`src/rtl/sram_port_arbiter.sv`:
```
// rtl/sram_port_arbiter.sv - shares one single-ported SRAM between the fetch port and the load/store port
// Optional ARB_PERF_CNT_EN adds per-port wait-cycle counters.
module sram_port_arbiter #(
    parameter int AW             = 32,
    parameter int DW             = 32,
    parameter int WAIT_STATES    = 1,
    parameter int MEM_STREAK_MAX = 4
) (
    input  logic          clk,
    input  logic          rst,
    input  logic          if_req,
    input  logic [AW-1:0] if_addr,
    output logic          if_ack,
    output logic [DW-1:0] if_rdata,
    input  logic          mem_req,
    input  logic          mem_we,
    input  logic [AW-1:0] mem_addr,
    input  logic [DW-1:0] mem_wdata,
    output logic          mem_ack,
    output logic [DW-1:0] mem_rdata,
    output logic [AW-1:0] sram_a,
    output logic          sram_re,
    output logic          sram_we,
    output logic          sram_oe,
    output logic [DW-1:0] sram_wdata,
    input  logic [DW-1:0] sram_rdata
`ifdef ARB_PERF_CNT_EN
    ,
    output logic [31:0]   if_wait_cycles,
    output logic [31:0]   mem_wait_cycles
`endif
);

    localparam int SW = ($clog2(MEM_STREAK_MAX + 1) > 3) ? $clog2(MEM_STREAK_MAX + 1) : 3;

    typedef enum logic [1:0] {S_IDLE, S_ACCESS, S_DONE} state_t;

    state_t        state, state_nxt;
    logic [3:0]    wait_cnt;
    logic          sel_mem;
    logic          lat_we;
    logic [SW-1:0] streak_cnt;
    logic          grant_any;
    logic          grant_mem;

    // MEM is preferred unless IF has been starved for MEM_STREAK_MAX grants.
    always_comb begin
        state_nxt = state;
        grant_any = 1'b0;
        grant_mem = 1'b0;
        case (state)
            S_IDLE: begin
                if (if_req || mem_req) begin
                    grant_any = 1'b1;
                    grant_mem = mem_req && !(if_req && streak_cnt == SW'(MEM_STREAK_MAX));
                    state_nxt = S_ACCESS;
                end
            end
            S_ACCESS: begin
                if (wait_cnt == 4'd0) state_nxt = S_DONE;
            end
            S_DONE:   state_nxt = S_IDLE;
            default:  state_nxt = S_IDLE;
        endcase
    end

    always_ff @(posedge clk or negedge rst) begin
        if (!rst) begin
            state      <= S_IDLE;
            wait_cnt   <= 4'd0;
            sel_mem    <= 1'b0;
            lat_we     <= 1'b0;
            sram_a     <= '0;
            sram_wdata <= '0;
            if_rdata   <= '0;
            mem_rdata  <= '0;
            streak_cnt <= '0;
        end else begin
            state <= state_nxt;
            if (grant_any) begin
                sel_mem  <= grant_mem;
                lat_we   <= grant_mem & mem_we;
                sram_a   <= grant_mem ? mem_addr : if_addr;
                wait_cnt <= 4'(WAIT_STATES);
                if (grant_mem) sram_wdata <= mem_wdata;
            end else if (state == S_ACCESS && wait_cnt != 4'd0) begin
                wait_cnt <= wait_cnt - 4'd1;
            end
            if (state == S_ACCESS && wait_cnt == 4'd0 && !lat_we) begin
                if (sel_mem) mem_rdata <= sram_rdata;
                else         if_rdata  <= sram_rdata;
            end
            if (grant_any && !grant_mem)
                streak_cnt <= '0;
            else if (state == S_IDLE && !if_req)
                streak_cnt <= '0;
            else if (grant_mem && if_req && streak_cnt < SW'(MEM_STREAK_MAX))
                streak_cnt <= streak_cnt + 1'b1;
        end
    end

    assign sram_re = (state == S_ACCESS) && !lat_we;
    assign sram_we = (state == S_ACCESS) && lat_we;
    assign sram_oe = sram_we;
    assign if_ack  = (state == S_DONE) && !sel_mem;
    assign mem_ack = (state == S_DONE) && sel_mem;

`ifdef ARB_PERF_CNT_EN
    always_ff @(posedge clk or negedge rst) begin
        if (!rst) begin
            if_wait_cycles  <= 32'd0;
            mem_wait_cycles <= 32'd0;
        end else begin
            if (if_req && !if_ack)   if_wait_cycles  <= if_wait_cycles + 32'd1;
            if (mem_req && !mem_ack) mem_wait_cycles <= mem_wait_cycles + 32'd1;
        end
    end
`endif

endmodule

```
`config.mk`:
```
export PLATFORM = sky130hd
export DESIGN_NAME = sram_port_arbiter
export DESIGN_NICKNAME = d
export VERILOG_FILES = /design/src/rtl/sram_port_arbiter.sv
export SDC_FILE = /design/constraint.sdc
export NUM_CORES = 1
export LEC_CHECK = 0
export ABC_AREA = 0
export BUFFER_PORTS_ARGS = -buffer_cell sky130_fd_sc_hd__buf_2
export CAP_MARGIN = 30
export CORE_MARGIN = 1.5
export CORE_UTILIZATION = 50
export DETAILED_ROUTE_END_ITERATION = 6
export PLACE_DENSITY_LB_ADDON = 0.1
export SETUP_SLACK_MARGIN = 0.5
export SLEW_MARGIN = 5
export SYNTH_ARGS = -nofsm -noshare
export SYNTH_HDL_FRONTEND = slang
export SYNTH_SLANG_ARGS = --single-unit
export TNS_END_PERCENT = 5
```
`constraint.sdc`:
```
create_clock -name clk -period 4.8 [get_ports clk]
set_clock_uncertainty 0.2 [all_clocks]
set_input_delay 0.72 -clock clk [delete_from_list [all_inputs] [get_ports clk]]
set_output_delay 0.72 -clock clk [all_outputs]
set_load 0.05 [all_outputs]
```
# After elaboration in Yosys (flattened, before gate mapping)

Cells that the tools add are included.

Memories: 0
Bits in read-only memories: 0
Latch bits: 0
Input port bits: 133
RAM bits: 0
Bits in registers: 139
Logic and storage cells: 60

Shifts and indexed selects: 0
Add/subtract/negate cells: 2
Bitwise operators: 2
Equality and inequality tests: 5
Div/mod/pow operators: 0
Multiply operators: 0
Muxes and demuxes: 13
Order comparisons: 1
Reductions and logical operators: 28

Operators with widths:

| cell                                             | count |
|---|---|
| two-way mux 32 bit                               | 1 |
| logical AND 1 bit                                | 13 |
| two-way mux 3 bit                                | 3 |
| two-way mux 4 bit                                | 2 |
| AND reduction 2 bit                              | 4 |
| zero test 1 bit                                  | 5 |
| zero test 4 bit                                  | 1 |
| two-way mux 1 bit                                | 4 |
| two-way mux 2 bit                                | 2 |
| one-hot mux 2 bit (2 select lines)               | 1 |
| nonzero test 4 bit                               | 1 |
| subtractor 4 x 1 -> 4 bit, second input constant | 1 |
| adder 3 x 1 -> 3 bit, second input constant      | 1 |
| == test 3 bit, second input constant             | 1 |
| < comparator 3 bit, second input constant        | 1 |
| nonzero test 3 bit                               | 1 |
| == test 2 x 1 -> 1 bit, second input constant    | 1 |
| == test 2 bit, second input constant             | 1 |
| zero test 2 bit                                  | 1 |
| != test 2 x 1 -> 1 bit, second input constant    | 1 |
| != test 2 bit, second input constant             | 1 |
| nonzero test 2 bit                               | 1 |
| AND 1 bit                                        | 1 |
| logical OR 1 bit                                 | 1 |
| NOT 1 bit                                        | 1 |

# Depth between registers and ports, before layout

Gate-level depths: netlist of run 1.

Depth after elaboration: 11
Gate-level depth with buffers: 7

# Worst setup path before layout of run 1

Ideal clock, no wire load.

Path type: register to output
Start point: register state[1]
End point: output port if_ack
Slack: 2.284 ns
Stages on the path, launching flop included: 2
Data arrival time: 1.596 ns
Buffers on the path: 0
Cells stage by stage: dfrtp_1 nor3b_1

Cells in the longest elaborated chain, start to end: 2

RTL lines:

| what                   | line | source |
|---|---|---|
| from (decl)            | 38   | `state_t state, state_nxt;` |
| from (signal assigned) | 79   | `state <= state_nxt;` |
| == test 2 bit          | 105  | `assign if_ack = (state == S_DONE) && !sel_mem;` |
| logical AND 1 bit      | 105  |  |
| to (decl)              | 13   | `output logic if_ack,` |

Every way passes these cells.

# Worst setup path after layout of run 1

Start point: register state[0]
End point: register sram_wdata[20]

Cells in the longest elaborated chain, start to end: 3
Elaborated cells between the ends (all ways): 4
Classes of those cells: mux (2); reduce/logical (2)

RTL lines:

| what                            | line | source |
|---|---|---|
| zero test 2 bit *               | 51   | `case (state)` |
| two-way mux 1 bit               | 51   |  |
| AND reduction 2 bit (no line) * | -    |  |
| to (signal assigned)            | 85   | `if (grant_mem) sram_wdata <= mem_wdata;` |
| to (decl)                       | 25   | `output logic [DW-1:0] sram_wdata,` |

Every way passes the cells marked *; elsewhere a longest branch is shown, timed or not.
A chain may end at the register's enable or synchronous reset.

==> impl_metrics.toml, run 1 <==
[outcome]
status = "finished clean"

[cells_and_area]
drive_gt1_frac = 0.537
num-nets-final = 811
nFillCells = 829
post-route-util = 0.687
post_layout_nonfiller_instances = 827
relative_area_change_from_synthesis_to_final_layout_pct = 34.8
finalInstanceArea_um2 = 7780
insertedDiodeCount = 0

[placed_design]
gp_routability_congestion = 0.884
dpl.hpwl_um = 10100
dp.cells = 797
port_buffers = 265
post_dp_cell_area_um2 = 7210

[floorplanning]
die_width_um = 110
die_area_um2 = 12200
floorplan.initialDensity = 0.510
core_um2 = 11300
rows = 39
num_io_pins = 266
dieHeight_um = 110

[worst_setup_path]
kind_of_critical_path = "reg2reg"
beginning_of_the_worst_register_to_register_path = "state[0]"
worst_ep_arrival_time_ps = 2850
cp.required_ps = 4890
timing.critical_path.fanout_max = 22
r2r_setup_slack_ps = 2030
type_of_origin_of_the_critical_path = "flip-flop"
timing.reg2reg.worst_path_depth = 4
rr_endpoint = "sram_wdata[20]"
endpoint_kind = "flip-flop"

[clocking]
cts_root_buffer = "clkbuf_16"
ctsLongestPathBuffers = 2
clk_pin_slew_worst_paths_ps = 50
cts.sink_count = 139
cts_tree = "done"
clock_insertion_delay_worst_skew_ps = 410
numCtsBuffers = 17
htree_levels = 4
post_cts_resize_count = 0

[timing]
share_of_the_cycle_needed_by_the_critical_path_after_routing = 0.576
rsz_0062_raised_after_global_routing = "no"
finalHoldViolations = 0
max_slew_margin = 0.484
slew_viol_final = 0
setup_violations = 0
maximum_clock_frequency_ghz = 0.361
worst_pin_slew_ps = 775
fin_crit_ps = 2770
setup_total_negative_slack_ps = 0

[logic_synthesis]
synth_cells = 410
synthDominantCellAreaShare = 0.603
synth.avg_cell_area_um2 = 14.1
synth-edff-count = 0
synth.top_cells.by_area = "dfrtp_1 (60%), mux2_2 (12%), mux2_1 (6.4%)"
synth_sequential_area_ratio = 0.603
syn_area_um2 = 5770
synth_fp_nets = 547
yosys.area.top_type = "dfrtp_1"
ys_seq_elements = 139
ys_warn_count = 0
synthDistinctLibCells = 40
async_set_or_reset_register_ratio_after_synthesis = 1.00
ys_dominant_reg_cell = "dfrtp_1"

[grt]
grt_remaining_overflow = 0
grt_antenna_before_repair = 0
largest_net_degree_at_the_start_of_global_routing = 83
grt_first_pass_wirelength_um = 23200
first_global_vias = 4644
global_route.usage.total = 0.240

[job]
max_cap_check_violation_count = 0

[worst_hold_path]
holdCritPathClass = "reg2reg"
timing.hold.worst_endpoint = "sram_wdata[16]"
worstHoldStart = "sram_wdata[16]"
worst_hold_path.num_cells = 1

[detailed_routing]
drt-initial-drc-count = 213
number_of_search_and_repair_iterations_in_the_first_detailed_routing_pass = 4
wl_um = 14200
route.vias.total = 4470
post_drt_wl_per_cell_um = 17.1
post_detailed_route_drc_marker_count = 0
post_detailed_route_count_of_antenna_violating_nets = 0
routed_via_density = 5.41
==> synthesized netlist by cell type, types with 2 or more instances <==
master,n
a21boi_0,20
buf_2,8
mux2_1,33
buf_4,4
mux2i_1,2
nand2_1,4
nor3b_1,2
inv_1,17
nand3_1,5
o211ai_1,12
nor2b_1,2
o2111ai_1,12
a21oi_1,3
o31ai_1,2
nor2_1,3
a221o_1,20
ha_1,4
mux2_2,64
clkbuf_1,15
buf_6,3
dfrtp_1,139
nand4_1,2
nor3_1,2
o21ai_0,16
==> sequential cells by signal, summed over array words and instances, names as in the netlist <==
signal	flops
if_rdata	32
mem_rdata	32
sram_a	32
sram_wdata	32
wait_cnt	4
streak_cnt	3
state	2
lat_we	1
sel_mem	1
==> worst max-delay path, stage by stage (launching register included) <==
cell and delay, ps:
dfrtp_1 450, or2_1 540, nor3_4 680, buf_4 400
mux2_1 360
==> layout make-up <==
class                           count  area [um2]  share of cell area
Clock inverter                      2        60.1             0.00772
Multi-Input combinational cell    224        2070               0.267
Tap cell                          143         179              0.0230
Clock buffer                       27         493              0.0634
Sequential cell                   139        3480               0.447
Inverter                           17        63.8             0.00820
Timing Repair Buffer              275        1430               0.184
==> how the worst max path moves through the flow <==
stage	from	endpoint	slack (ps)	cells after the start
after detailed placement	if_req	sram_wdata[20]	1830	5
after global routing	state[0]	sram_wdata[13]	1890	4
after floorplan	state[1]	if_ack	2280	1
after CTS	state[0]	sram_wdata[2]	2010	4
final	state[0]	sram_wdata[20]	2030	4
after global placement	if_req	sram_wdata[2]	1890	5
==> per-stage QoR <==
stage                     setup slack (ps)  hold slack (ps)
after CTS                             2010              281
after floorplan                       2280              224
after global placement                1890              262
after global routing                  1890              292
after detailed placement              1830              269
final                                 2030              280
==> cells by family (layout without fill, tap and decap cells) <==
family	after synthesis	count (layout)	synth area share
compound gates	91	91	0.121
fa+ha+maj	4	4	0.00868
buf+inv	47	321	0.0388
flops	139	139	0.603
mux	99	99	0.193
simple gates	30	30	0.0351
==> cell usage in the layout, fill, tap and decap left out, types with 3 or more instances in the layout <==
master / netlist / layout
a221o_1: 20 / 20
o211ai_1: 12 / 12
a21boi_0: 20 / 20
ha_1: 4 / 4
dfrtp_1: 139 / 139
clkbuf_16: 0 / 17
inv_1: 17 / 17
o21ai_0: 16 / 16
mux2_1: 33 / 33
buf_2: 8 / 264
buf_4: 4 / 8
a21oi_1: 3 / 3
clkbuf_8: 0 / 3
nand2_1: 4 / 4
mux2_2: 64 / 64
nand3_1: 5 / 5
clkbuf_1: 15 / 7
o2111ai_1: 12 / 12
==> timing repair <==
item | CTS | global route
endpoints found under the setup margin | 0 | 0
hold buffers | 1 | 0
setup buffers | 0 | 0
endpoints found under the hold margin | 3 | 0
==> per-layer routing <==
metal / GRT usage / share of wire
met5: 0 / 0
met1: 0.296 / 0.41
met2: 0.407 / 0.50
met3: 0.0582 / 0.065
met4: 0.0957 / 0.022
Power of run 1 is not shown: default switching activity piles up to over one toggle a cycle in this logic, so the estimate is an artifact.
==> run 2: changes to the inputs <==
--- a/config.mk
+++ b/config.mk
@@ -9,7 +9,7 @@
 export BUFFER_PORTS_ARGS = -buffer_cell sky130_fd_sc_hd__buf_2
 export CAP_MARGIN = 30
 export CORE_MARGIN = 1.5
-export CORE_UTILIZATION = 50
+export CORE_UTILIZATION = 47
 export DETAILED_ROUTE_END_ITERATION = 6
 export PLACE_DENSITY_LB_ADDON = 0.1
 export SETUP_SLACK_MARGIN = 0.5
==> constraint.sdc (replaced) <==
create_clock -name clk -period 2.57 [get_ports clk]
set_clock_uncertainty 0.2 [all_clocks]
set_input_delay 0.3855 -clock clk [delete_from_list [all_inputs] [get_ports clk]]
set_output_delay 0.3855 -clock clk [all_outputs]
set_load 0.05 [all_outputs]
==> run 2 against run 1 <==
Flip-flop and latch count is the same; final area up 11%; final cell count increased by 9.8%; clock-buffer cell count down 6; critical path depth up 3; via count rose by 6.7%; register-to-register slack worse by 1700 ps; die area up 6.2%; fmax up 24%; utilization rose by 3.0 points; routed wire length grew 14%; global-route usage increased by 1.1 points; critical path type unchanged; largest cell class unchanged.
==> impl_metrics.toml, run 2 (synthesized netlist as in run 1, its figures left out) <==
[worst_setup_path]
worst-path-buf-inv = 3
r2r_setup_slack_ps = 340
beginning_of_the_worst_register_to_register_path = "wait_cnt[0]"
worst_ep_arrival_time_ps = 2330
setup.worst_path.start = "wait_cnt[0]"
type_of_origin_of_the_critical_path = "flip-flop"
endpoint_kind = "flip-flop"
worst_path_max_delay_cell = "or3b_4"
cp.required_ps = 2670
crit_path_max_incr_delay_ps = 400
cell_by_cell_listing_of_the_critical_path = "inv_2, ha_4, or3b_4, nor4_4, buf_4, buf_6, mux2_2"
critical_path.top_delay_family = "simple AND/OR/NAND/NOR gates"
timing.critical_path.fanout_max = 14
kind_of_critical_path = "reg2reg"

[pwr]
power_per_cell_area_nw_per_um2 = 1590
ir_drop_mv = 1.17
leakage_uw = 0.00421

[detailed_routing]
post_detailed_route_count_of_antenna_violating_nets = 0
wl_um = 16100
post_detailed_route_drc_marker_count = 0
number_of_search_and_repair_iterations_in_the_first_detailed_routing_pass = 4
drt-initial-drc-count = 300
route.vias.total = 4771
routed_via_density = 5.25
post_drt_wl_per_cell_um = 17.8

[clocking]
clk_pin_slew_worst_paths_ps = 60
cts.sink_count = 139
cts_root_buffer = "clkbuf_16"
cts_tree = "done"
clock_insertion_delay_worst_skew_ps = 410
ctsLongestPathBuffers = 2
htree_levels = 4
numCtsBuffers = 17

[timing]
setup_total_negative_slack_ps = 0
maximum_clock_frequency_ghz = 0.449
slew_viol_final = 0
fin_crit_ps = 2230
share_of_the_cycle_needed_by_the_critical_path_after_routing = 0.868
setup_violations = 0
hold_ws_ps = 11.3
max_slew_margin = 0.602
worst_pin_slew_ps = 596
finalHoldViolations = 0
rsz_0062_raised_after_global_routing = "yes"
worst_case_setup_margin_in_the_final_layout_ps = 340

[cells_and_area]
layout.cells.most_common = "buf_2"
nFillCells = 849
num-nets-final = 888
post-route-util = 0.717
relative_area_change_from_synthesis_to_final_layout_pct = 49.2
insertedDiodeCount = 0
most-common-layout-cells = "buf_2 (264), dfrtp_1 (137), dlygate4sd3_1 (64), mux2_2 (59), mux2_1 (33)"
drive_gt1_frac = 0.516

[placed_design]
gp_routability_congestion = 0.804
port_buffers = 265
dpl.hpwl_um = 10600
pre_cts_ws_ps = 344

[floorplanning]
die_area_um2 = 12900
die_width_um = 114
dieHeight_um = 114
core_um2 = 12000
floorplan.initialDensity = 0.480
rows = 40
num_io_pins = 266

[grt]
grt_remaining_overflow = 0
largest_net_degree_at_the_start_of_global_routing = 48
global_route.usage.total = 0.251
first_global_vias = 4822
grt.met2_usage = 0.427
globalRouteMet1Util = 0.300
grt_antenna_before_repair = 0
met3_track_usage_gr = 0.0797
grt_first_pass_wirelength_um = 24800
grt-busiest-layer = "met2"

[outcome]
status = "finished clean"

[job]
max_cap_check_violation_count = 0

[worst_hold_path]
holdCritPathClass = "in2reg"
worstHoldStart = "if_addr[16]"
[run 2: changes by cell type in the layout (fill, tap and decap cells not counted), moves of 2 or more]
cell / change
clkinv_2: +4
buf_4: +10
dlygate4sd3_1: +63
dfrtp_2: +2
inv_1: -2
dfrtp_1: -2
mux2_2: -5
inv_2: +2
mux2_4: +5
clkbuf_1: -5
buf_12: +2
[run 2: final timing paths]
check / cells past startpoint / endpoint
max: 7 / if_rdata[8]
min in group asynchronous: 2 / mem_rdata[29]
min: 2 / sram_a[16]
max in group asynchronous: 3 / mem_rdata[28]
min reg2reg: 1 / if_rdata[1]
max reg2reg: 7 / if_rdata[8]
[run 2: area by class of cell]
| type | instances | area [um2] | share of cell area |
|---|---|---|---|
| Clock buffer | 21 | 460 | 0.0535 |
| Clock inverter | 8 | 96.3 | 0.0112 |
| Inverter | 17 | 63.8 | 0.00741 |
| Multi-Input combinational cell | 224 | 2120 | 0.247 |
| Sequential cell | 139 | 3480 | 0.404 |
| Tap cell | 147 | 184 | 0.0214 |
| Timing Repair Buffer | 352 | 2200 | 0.256 |
[run 2: power breakdown]
part	switching [uW]	total (uW)	internal, uW
clock network	873	2330	1460
registers	603	3900	3300
logic	5330	7470	2140
[run 2: per-stage QoR]
step	power (uW)	instances	cell area, um2
finish	13700	908	8610
CTS	13600	899	8490
floorplan	9370	410	5780
global placement	11000	807	7280
detailed placement	11200	807	7280
global route	14300	908	8610
[run 2: worst reg2reg max path: stages, from the launching register on]
cell	delay [ps]
dfrtp_1	390
inv_2	100
ha_4	140
or3b_4	400
nor4_4	200
buf_4	170
buf_6	160
mux2_2	350
[run 2: repair_timing]
item / in CTS / in global routing
endpoints found under the hold margin: 94 / 1
hold buffers: 63 / 1
gates cloned: 0 / 2
setup endpoints to repair: 43 / 130
buffers inserted: 0 / 6
gates resized for setup: 7 / 10
[run 2: routing by layer]
metal / up-vias / routed length, um
li1: 2193 / -
met1: 2353 / 6330
met2: 201 / 8340
met3: 24 / 1180
met4: 0 / 297
met5: - / 0
Note: power is estimated with default switching activity, not from simulation.
==> run 3: changes to the inputs <==
--- a/config.mk
+++ b/config.mk
@@ -6,11 +6,11 @@
 export NUM_CORES = 1
 export LEC_CHECK = 0
 export ABC_AREA = 0
-export BUFFER_PORTS_ARGS = -buffer_cell sky130_fd_sc_hd__buf_2
 export CAP_MARGIN = 30
-export CORE_MARGIN = 1.5
-export CORE_UTILIZATION = 47
+export CORE_AREA = 2 2 102 104
 export DETAILED_ROUTE_END_ITERATION = 6
+export DIE_AREA = 0 0 104 106
+export DONT_BUFFER_PORTS = 1
 export PLACE_DENSITY_LB_ADDON = 0.1
 export SETUP_SLACK_MARGIN = 0.5
 export SLEW_MARGIN = 5
==> run 3 against run 2 <==
The flow now stops in clock tree synthesis; synthesized area did not move; synthesized cell count did not move.
==> impl_metrics.toml, run 3 <==
[logic_synthesis]
yosys.area.top_type = "dfrtp_1"
async_set_or_reset_register_ratio_after_synthesis = 1.00
ys_seq_elements = 139
synthDistinctLibCells = 40
synth_sequential_area_ratio = 0.603
synth_common_cells = "dfrtp_1 (139), mux2_2 (64), mux2_1 (33)"
synth_fp_nets = 547
ys_dominant_reg_cell = "dfrtp_1"
synth.top_cells.by_area = "dfrtp_1 (60%), mux2_2 (12%), mux2_1 (6.4%)"
synthDominantCellAreaShare = 0.603
ys_warn_count = 0
syn_area_um2 = 5770
synth_cells = 410
synth-edff-count = 0
yosysMostFrequentCell = "dfrtp_1"
synth.avg_cell_area_um2 = 14.1

[floorplanning]
rows = 37
num_io_pins = 266
floorplan.initialDensity = 0.577
die_width_um = 104
dieHeight_um = 106

[placed_design]
port_buffers = 0
gp_routability_congestion = 0.808
dpl.hpwl_um = 8730

[clocking]
post_cts_buffers = 3
ctsHoldBuffers = 113
post_cts_resize_count = 8
cts.sink_count = 139
numCtsBuffers = 17
cts_root_buffer = "clkbuf_8"
ctsLongestPathBuffers = 2
htree_levels = 4

[outcome]
firstError = "[ERROR RSZ-0060] Max buffer count reached."
stop_stage = "clock tree synthesis"
status = "aborted with a tool error"
[run 3: cells by family after synthesis]
family,Yosys count,share of synthesized area
DFF,139,0.603
muxes,99,0.193
AOI/OAI and AO/OA,91,0.121
buffers and inverters,47,0.0388
and+or+nand+nor,30,0.0351
adders and majority gates,4,0.00868
[run 3: stage by stage]
| stage | std cells | setup slack [ps] | hold slack (ps) | util | instance area, um2 |
|---|---|---|---|---|---|
| after global placement | 528 | 435 | -107 | 0.591 | 5910 |
| after floorplan | 410 | 440 | -110 | - | 5780 |
| after detailed placement | 528 | 365 | -107 | 0.591 | 5910 |
==> run 4: changes to the inputs <==
--- a/config.mk
+++ b/config.mk
@@ -7,12 +7,11 @@
 export LEC_CHECK = 0
 export ABC_AREA = 0
 export CAP_MARGIN = 30
-export CORE_AREA = 2 2 102 104
+export CORE_MARGIN = 1.5
+export CORE_UTILIZATION = 40
 export DETAILED_ROUTE_END_ITERATION = 6
-export DIE_AREA = 0 0 104 106
 export DONT_BUFFER_PORTS = 1
-export PLACE_DENSITY_LB_ADDON = 0.1
-export SETUP_SLACK_MARGIN = 0.5
+export PLACE_DENSITY_LB_ADDON = 0.15
 export SLEW_MARGIN = 5
 export SYNTH_ARGS = -nofsm -noshare
 export SYNTH_HDL_FRONTEND = slang
==> run 4 against run 3 <==
The flow again stops in clock tree synthesis; synthesized cell count unchanged; synthesized area unchanged.
==> impl_metrics.toml, run 4 <==
[floorplanning]
rows = 43
dieHeight_um = 123
num_io_pins = 266
die_width_um = 123
floorplan.initialDensity = 0.412

[clocking]
cts.sink_count = 139
ctsLongestPathBuffers = 2
numCtsBuffers = 17
cts_root_buffer = "clkbuf_16"
ctsHoldBuffers = 122
htree_levels = 4
post_cts_buffers = 0
post_cts_resize_count = 0

[logic_synthesis]
synth_cells = 410
ys_dominant_reg_cell = "dfrtp_1"
synthDistinctLibCells = 40
yosys.area.top_type = "dfrtp_1"
synth-edff-count = 0
syn_area_um2 = 5770
synth_sequential_area_ratio = 0.603
ys_seq_elements = 139
synth_common_cells = "dfrtp_1 (139), mux2_2 (64), mux2_1 (33)"
yosysMostFrequentCell = "dfrtp_1"
async_set_or_reset_register_ratio_after_synthesis = 1.00
ys_warn_count = 0
synth_fp_nets = 547
synthDominantCellAreaShare = 0.603
synth.top_cells.by_area = "dfrtp_1 (60%), mux2_2 (12%), mux2_1 (6.4%)"
synth.avg_cell_area_um2 = 14.1

[outcome]
firstError = "[ERROR RSZ-0060] Max buffer count reached."
status = "aborted with a tool error"
stop_stage = "clock tree synthesis"

[placed_design]
port_buffers = 0
gp_routability_congestion = 0.732
dpl.hpwl_um = 9710
run 4: cell counts after synthesis:
No cell type changed its count.
run 4: cell families after synthesis:
family / after synthesis / synth area share
buf+inv: 47 / 0.0388
fa+ha+maj: 4 / 0.00868
mux: 99 / 0.193
compound gates: 91 / 0.121
simple gates: 30 / 0.0351
flops: 139 / 0.603
run 4: metrics by stage:
| step | cell area (um2) | std cells | worst slack, ps | util |
|---|---|---|---|---|
| 3_5_place_dp | 5960 | 574 | 358 | 0.426 |
| 3_3_place_gp | 5960 | 574 | 423 | 0.426 |
| 2_1_floorplan | 5770 | 410 | 266 | - |
